==> src/rtl/tm1637_receiver.sv <==
// TM1637 bus receiver: oversamples the two-wire CLK/DIO bus on clk, detects
// start/stop conditions, shifts bytes in LSB-first and optionally ACKs them.
//
// state  | meaning
// -------+-------------------------------------------------------------
// IDLE   | bus idle or unknown; waiting for a start condition
// START  | start seen; waiting for the first CLK fall
// SHIFT  | sampling data bits on CLK rises (8 per byte)
// ACK    | pulling DIO low from the 8th CLK fall to the 9th CLK fall
// HOLD   | listen-only: skipping the 9th clock without driving DIO
module tm1637_receiver #(
  parameter int SYNC_STAGES = 2,
  parameter bit ACK_ENABLE  = 1'b1
) (
  input  logic       clk,
  input  logic       reset,
  input  logic       bus_clk,
  input  logic       bus_dio,
  output logic       dio_oe,
  output logic [7:0] data,
  output logic       data_valid,
  output logic       first_byte,
  output logic       frame_start,
  output logic       frame_end,
  output logic       frame_error
);

  typedef enum logic [2:0] {
    ST_IDLE,
    ST_START,
    ST_SHIFT,
    ST_ACK,
    ST_HOLD
  } state_t;

  state_t                 state_q, state_d;
  logic [SYNC_STAGES-1:0] clk_sync_q, clk_sync_d;
  logic [SYNC_STAGES-1:0] dio_sync_q, dio_sync_d;
  logic                   sclk_prev_q, sclk_prev_d;
  logic                   sdio_prev_q, sdio_prev_d;
  logic [7:0]             shreg_q, shreg_d;
  logic [2:0]             cnt_q, cnt_d;
  logic                   byte_done_q, byte_done_d;
  logic                   rise_pend_q, rise_pend_d;
  logic                   first_pend_q, first_pend_d;
  logic [7:0]             data_q, data_d;
  logic                   data_valid_q, data_valid_d;
  logic                   first_byte_q, first_byte_d;
  logic                   frame_start_q, frame_start_d;
  logic                   frame_end_q, frame_end_d;
  logic                   frame_error_q, frame_error_d;
  logic                   dio_oe_q, dio_oe_d;
  logic                   oe_dly_q, oe_dly_d;

  logic sclk, sdio;
  logic sclk_rise, sclk_fall;
  logic det_en, start_det, stop_det;
  logic partial;

  // Bus condition decode from the synchronized lines only.
  always_comb begin
    sclk      = clk_sync_q[SYNC_STAGES-1];
    sdio      = dio_sync_q[SYNC_STAGES-1];
    sclk_rise = sclk & ~sclk_prev_q;
    sclk_fall = ~sclk & sclk_prev_q;
    // Our own ACK drive and its release must never look like start/stop.
    det_en    = ~dio_oe_q & ~oe_dly_q;
    // sclk must be steady high, so a simultaneous CLK/DIO change never counts.
    start_det = det_en & sclk & sclk_prev_q & sdio_prev_q & ~sdio;
    stop_det  = det_en & sclk & sclk_prev_q & ~sdio_prev_q & sdio;
    // A bit is complete only once its clock has fallen: the CLK rise that
    // sets up a start/stop is counted in cnt_q but is not a data bit.
    partial   = ~byte_done_q & (cnt_q > {2'b00, rise_pend_q});
  end

  // Next-state logic for the synchronizers, FSM and registered outputs.
  always_comb begin
    clk_sync_d    = {clk_sync_q[SYNC_STAGES-2:0], bus_clk};
    dio_sync_d    = {dio_sync_q[SYNC_STAGES-2:0], bus_dio};
    sclk_prev_d   = sclk;
    sdio_prev_d   = sdio;
    state_d       = state_q;
    shreg_d       = shreg_q;
    cnt_d         = cnt_q;
    byte_done_d   = byte_done_q;
    rise_pend_d   = rise_pend_q;
    first_pend_d  = first_pend_q;
    data_d        = data_q;
    data_valid_d  = 1'b0;
    first_byte_d  = first_byte_q;
    frame_start_d = 1'b0;
    frame_end_d   = 1'b0;
    frame_error_d = 1'b0;
    dio_oe_d      = dio_oe_q;
    oe_dly_d      = dio_oe_q;

    if (state_q == ST_IDLE) begin
      if (start_det) begin
        state_d       = ST_START;
        frame_start_d = 1'b1;
        first_pend_d  = 1'b1;
        cnt_d         = 3'd0;
        byte_done_d   = 1'b0;
        rise_pend_d   = 1'b0;
      end
    end else if (start_det) begin
      state_d       = ST_START;
      frame_start_d = 1'b1;
      frame_error_d = partial;
      first_pend_d  = 1'b1;
      cnt_d         = 3'd0;
      byte_done_d   = 1'b0;
      rise_pend_d   = 1'b0;
      dio_oe_d      = 1'b0;
    end else if (stop_det) begin
      state_d       = ST_IDLE;
      frame_end_d   = 1'b1;
      frame_error_d = partial;
      cnt_d         = 3'd0;
      byte_done_d   = 1'b0;
      rise_pend_d   = 1'b0;
      dio_oe_d      = 1'b0;
    end else begin
      case (state_q)
        ST_START: begin
          if (sclk_fall) begin
            state_d     = ST_SHIFT;
            cnt_d       = 3'd0;
            byte_done_d = 1'b0;
            rise_pend_d = 1'b0;
          end
        end
        ST_SHIFT: begin
          if (sclk_rise && !byte_done_q) begin
            shreg_d[cnt_q] = sdio;
            cnt_d          = cnt_q + 3'd1;
            rise_pend_d    = 1'b1;
            if (cnt_q == 3'd7) begin
              data_d       = {sdio, shreg_q[6:0]};
              data_valid_d = 1'b1;
              first_byte_d = first_pend_q;
              first_pend_d = 1'b0;
              byte_done_d  = 1'b1;
            end
          end else if (sclk_fall) begin
            rise_pend_d = 1'b0;
            if (byte_done_q) begin
              byte_done_d = 1'b0;
              state_d     = ACK_ENABLE ? ST_ACK : ST_HOLD;
              dio_oe_d    = ACK_ENABLE;
            end
          end
        end
        ST_ACK: begin
          if (sclk_fall) begin
            state_d  = ST_SHIFT;
            cnt_d    = 3'd0;
            dio_oe_d = 1'b0;
          end
        end
        ST_HOLD: begin
          if (sclk_fall) begin
            state_d = ST_SHIFT;
            cnt_d   = 3'd0;
          end
        end
        default: state_d = ST_IDLE;
      endcase
    end
  end

  // State and output registers; synchronizers reset to the idle-high bus.
  always_ff @(posedge clk or negedge reset) begin
    if (!reset) begin
      clk_sync_q    <= '1;
      dio_sync_q    <= '1;
      sclk_prev_q   <= 1'b1;
      sdio_prev_q   <= 1'b1;
      state_q       <= ST_IDLE;
      shreg_q       <= 8'h00;
      cnt_q         <= 3'd0;
      byte_done_q   <= 1'b0;
      rise_pend_q   <= 1'b0;
      first_pend_q  <= 1'b0;
      data_q        <= 8'h00;
      data_valid_q  <= 1'b0;
      first_byte_q  <= 1'b0;
      frame_start_q <= 1'b0;
      frame_end_q   <= 1'b0;
      frame_error_q <= 1'b0;
      dio_oe_q      <= 1'b0;
      oe_dly_q      <= 1'b0;
    end else begin
      clk_sync_q    <= clk_sync_d;
      dio_sync_q    <= dio_sync_d;
      sclk_prev_q   <= sclk_prev_d;
      sdio_prev_q   <= sdio_prev_d;
      state_q       <= state_d;
      shreg_q       <= shreg_d;
      cnt_q         <= cnt_d;
      byte_done_q   <= byte_done_d;
      rise_pend_q   <= rise_pend_d;
      first_pend_q  <= first_pend_d;
      data_q        <= data_d;
      data_valid_q  <= data_valid_d;
      first_byte_q  <= first_byte_d;
      frame_start_q <= frame_start_d;
      frame_end_q   <= frame_end_d;
      frame_error_q <= frame_error_d;
      dio_oe_q      <= dio_oe_d;
      oe_dly_q      <= oe_dly_d;
    end
  end

  assign dio_oe      = dio_oe_q;
  assign data        = data_q;
  assign data_valid  = data_valid_q;
  assign first_byte  = first_byte_q;
  assign frame_start = frame_start_q;
  assign frame_end   = frame_end_q;
  assign frame_error = frame_error_q;

endmodule

==> config.mk <==
export PLATFORM = sky130hd
export DESIGN_NAME = tm1637_receiver
export DESIGN_NICKNAME = d
export VERILOG_FILES = /design/src/rtl/tm1637_receiver.sv
export SDC_FILE = /design/constraint.sdc
export NUM_CORES = 1
export LEC_CHECK = 0
export ABC_CLOCK_PERIOD_IN_PS = 4900
export BUFFER_PORTS_ARGS = -buffer_cell sky130_fd_sc_hd__buf_2
export CORE_MARGIN = 2
export CORE_UTILIZATION = 33
export CTS_CLUSTER_SIZE = 8
export DETAILED_ROUTE_END_ITERATION = 12
export PLACE_DENSITY = 0.58
export SLEW_MARGIN = 20
export SYNTH_ARGS = -nofsm -noshare
export SYNTH_HDL_FRONTEND = slang
export SYNTH_SLANG_ARGS = --single-unit
==> constraint.sdc <==
create_clock -name clk -period 4.9 [get_ports clk]
set_input_delay 0.245 -clock clk [delete_from_list [all_inputs] [get_ports clk]]
set_output_delay 0.245 -clock clk [all_outputs]
set_load 0.02 [all_outputs]
==> run metrics <==
Core ar.=0.00469 mm^2; Synth Net Count=136; CTS tree=built; final clock period utilization by the worst path=45.0%; fmax=0.454 GHz; number of synthesized flops with an enable pin=0; clock sinks=36; setup TNS=0 ns; min cycle time layout=2.20 ns; Area Overhead vs Synth=14.1%; Via-to-Cell Ratio=5.18; Num CTS Buffers=5; Clock transition at path regs=0.07 ns; clock tree buffer depth=2; Avg Inst Size Synth=12.9 um^2; DRT Pass-1 Iters=4; Yosys reg bits=36; post-synthesis compound-gate area fraction=8.01%; most common cell after layout, fill and taps aside=dfrtp_1; Initial DRC Count=26; asr flop ratio synth=100%; CP peak stage delay=0.43 ns; final net count=157; worst-path maximum fanout=11; CP Launch Type=register; arrival time worst endpoint=2.38 ns; Routed Antenna Nets=0; number of global-route vias before repair=1028; largest net degree at the start of global routing=37; yosys warns=0; peak supply drop=0.172 mV; H-tree depth=2; Vias=1036; Worst Max-Slew Pin Slew=0.778 ns; Post-Synth Simple-Gate Area=13.1%; Crit. Startpoint=state_q[0]$_DFFE_PN0P_; Die X=73.5 um; IO Port Bufs=17; Rows=25; status=complete, no violations; R2R setup slack=2.70 ns; slowest stage cell, crit path=dfrtp_1; CP endpoint kind=register; DRC errors left=0; Layout Utilization=38.8%; Max Cap Viol=0; multiplexer share of the synthesized area=12.6%; Mapped Area=0.00159 mm^2; CTS resizes=0; number of fill cells=471; Die Span Y=73.5 um; fin. max-slew vios=0; reg-to-reg endpoint=data[2]$_DFFE_PN0P_; adder and majority cell fraction of the synthesized area=6.28%; worst hold margin=0.0346 ns; first-pass GRT wire length=4970 um; io pins=18; GR Util All Layers=12.1%; cts hold-fix bufs=0; n_diodes=0; Initial Util=34.0%; relative slew slack=48.1%; leakage power=0.903 nW; WL per Instance=14.2 um; initial antenna violation count=0; fraction of layout cells with a size suffix above 1=33.6%; Total Routed Length=2840 um; worst clock skew=0.00479 ns; worst r2r src=state_q[0]$_DFFE_PN0P_; main combinational cell family by area after synthesis=simple AND/OR/NAND/NOR gates; Mapped Cells=124; Final Hold Viols=0; Worst Hold Class=input port to asynchronous set/reset pin; most frequent cells in the layout=dfrtp_1, buf_2, mux2_2; Setup Viol. Count Final=0; CP Data Required Time=5.08 ns; Placer Congestion=0.813; RSZ-0062 raised after global routing=false; sequential element share of the synthesized area=57.0%; count of cell types in the netlist=35; Post-Synth XOR/XNOR Area=0%; worst-path cell chain=inv_1, ha_1, nand4bb_1, nor2_2, nand2_1, inv_2, mux2_2; die area=0.00540 mm^2; GRT overflow=0; PwrDens=418 mW/mm^2; Worst-Skew Late Latency=0.29 ns; FF-to-FF path depth=7; Final HPWL DP=2060 um; top_reg_cell synth=dfrtp_1; Post-CTS Setup Repair Bufs=0; kind of critical path=register to register; root buffer cell=clkbuf_8
==> power breakdown <==
part           total (mW)  internal, mW  switching [mW]
Combinational       0.189        0.0781           0.111
Clock               0.217         0.114           0.103
Sequential          0.355         0.328          0.0270
==> kinds of logic (layout without fill, tap and decap cells) <==
kind of cell / Yosys count / after routing
buf+inv: 10 / 32
simple gates: 34 / 34
compound gates: 18 / 18
flops: 36 / 36
mux: 18 / 18
fa+ha+maj: 8 / 8
==> critical path: cells and delay by family (launching register included) <==
kind	cells	cell delay, ns
buf+inv	2	0.34
mux	1	0.35
flops	1	0.43
fa+ha+maj	1	0.27
simple gates	3	0.69
==> Yosys cell counts, types with 2 or more instances <==
cell type,n,share of area [%]
a21o_1,2,0.94
a22o_1,2,1.1
a32o_1,2,1.3
and4_1,2,1.1
dfrtp_1,30,47
dfstp_2,6,9.9
ha_1,8,6.3
inv_1,6,1.4
mux2_1,2,1.4
mux2_2,15,11
nand2_1,4,0.94
nand2b_1,2,0.78
nand3_1,4,1.3
nand4_1,3,1.2
nand4bb_1,2,1.4
nor2_1,5,1.2
nor2b_1,3,1.2
nor3_1,3,0.94
o21a_1,2,0.94
o21ai_0,6,1.9
==> area by class of cell <==
type / instances / area, um^2 / area share, %
clock inverters: 1 / 7.51 / 0.413
repair buffers: 17 / 85.1 / 4.68
clock buffers: 7 / 86.3 / 4.75
inverters: 7 / 26.3 / 1.44
flip-flops and latches: 36 / 908 / 49.9
well taps: 54 / 67.6 / 3.71
multi-input cells: 78 / 638 / 35.1
==> layer usage <==
layer / GRT usage [%] / wire length (um) / up-vias / part of all wire [%]
li1: - / - / 487 / -
met1: 15.8 / 1300 / 522 / 46
met2: 18.4 / 1370 / 20 / 48
met3: 3.57 / 99 / 7 / 3.5
met4: 6.06 / 63 / 0 / 2.2
met5: 0 / 0 / - / 0
==> state kept, by name, indices dropped and copies added (netlist names) <==
register,cells
clk_sync_q,2
first_byte,1
frame_end,1
sdio_prev_q,1
cnt_q,3
first_pend_q,1
dio_sync_q,2
sclk_prev_q,1
state_q,2
data_valid,1
frame_error,1
oe_dly_q,1
shreg_q,7
frame_start,1
byte_done_q,1
rise_pend_q,1
dio_oe,1
data,8
==> metrics by stage <==
step,area [um^2],instances,total power [mW],setup WS [ns]
after floorplan,1590,124,0.500,3.15
after global placement,1730,192,0.540,2.81
after detailed placement,1730,192,0.550,2.71
after CTS,1820,200,0.769,2.70
after global routing,1820,200,0.815,2.47
final,1820,200,0.761,2.70
==> worst max path at each step <==
stage / endpoint / slack, ns / cells past startpoint
after floorplan: shreg_q[2]$_DFFE_PN0P_ / 3.15 / 7
after global placement: data[2]$_DFFE_PN0P_ / 2.81 / 7
after detailed placement: data[6]$_DFFE_PN0P_ / 2.71 / 7
after CTS: data[6]$_DFFE_PN0P_ / 2.70 / 7
after global routing: data[0]$_DFFE_PN0P_ / 2.47 / 7
final: data[2]$_DFFE_PN0P_ / 2.70 / 7
Note: power is estimated with default switching activity, not from simulation.
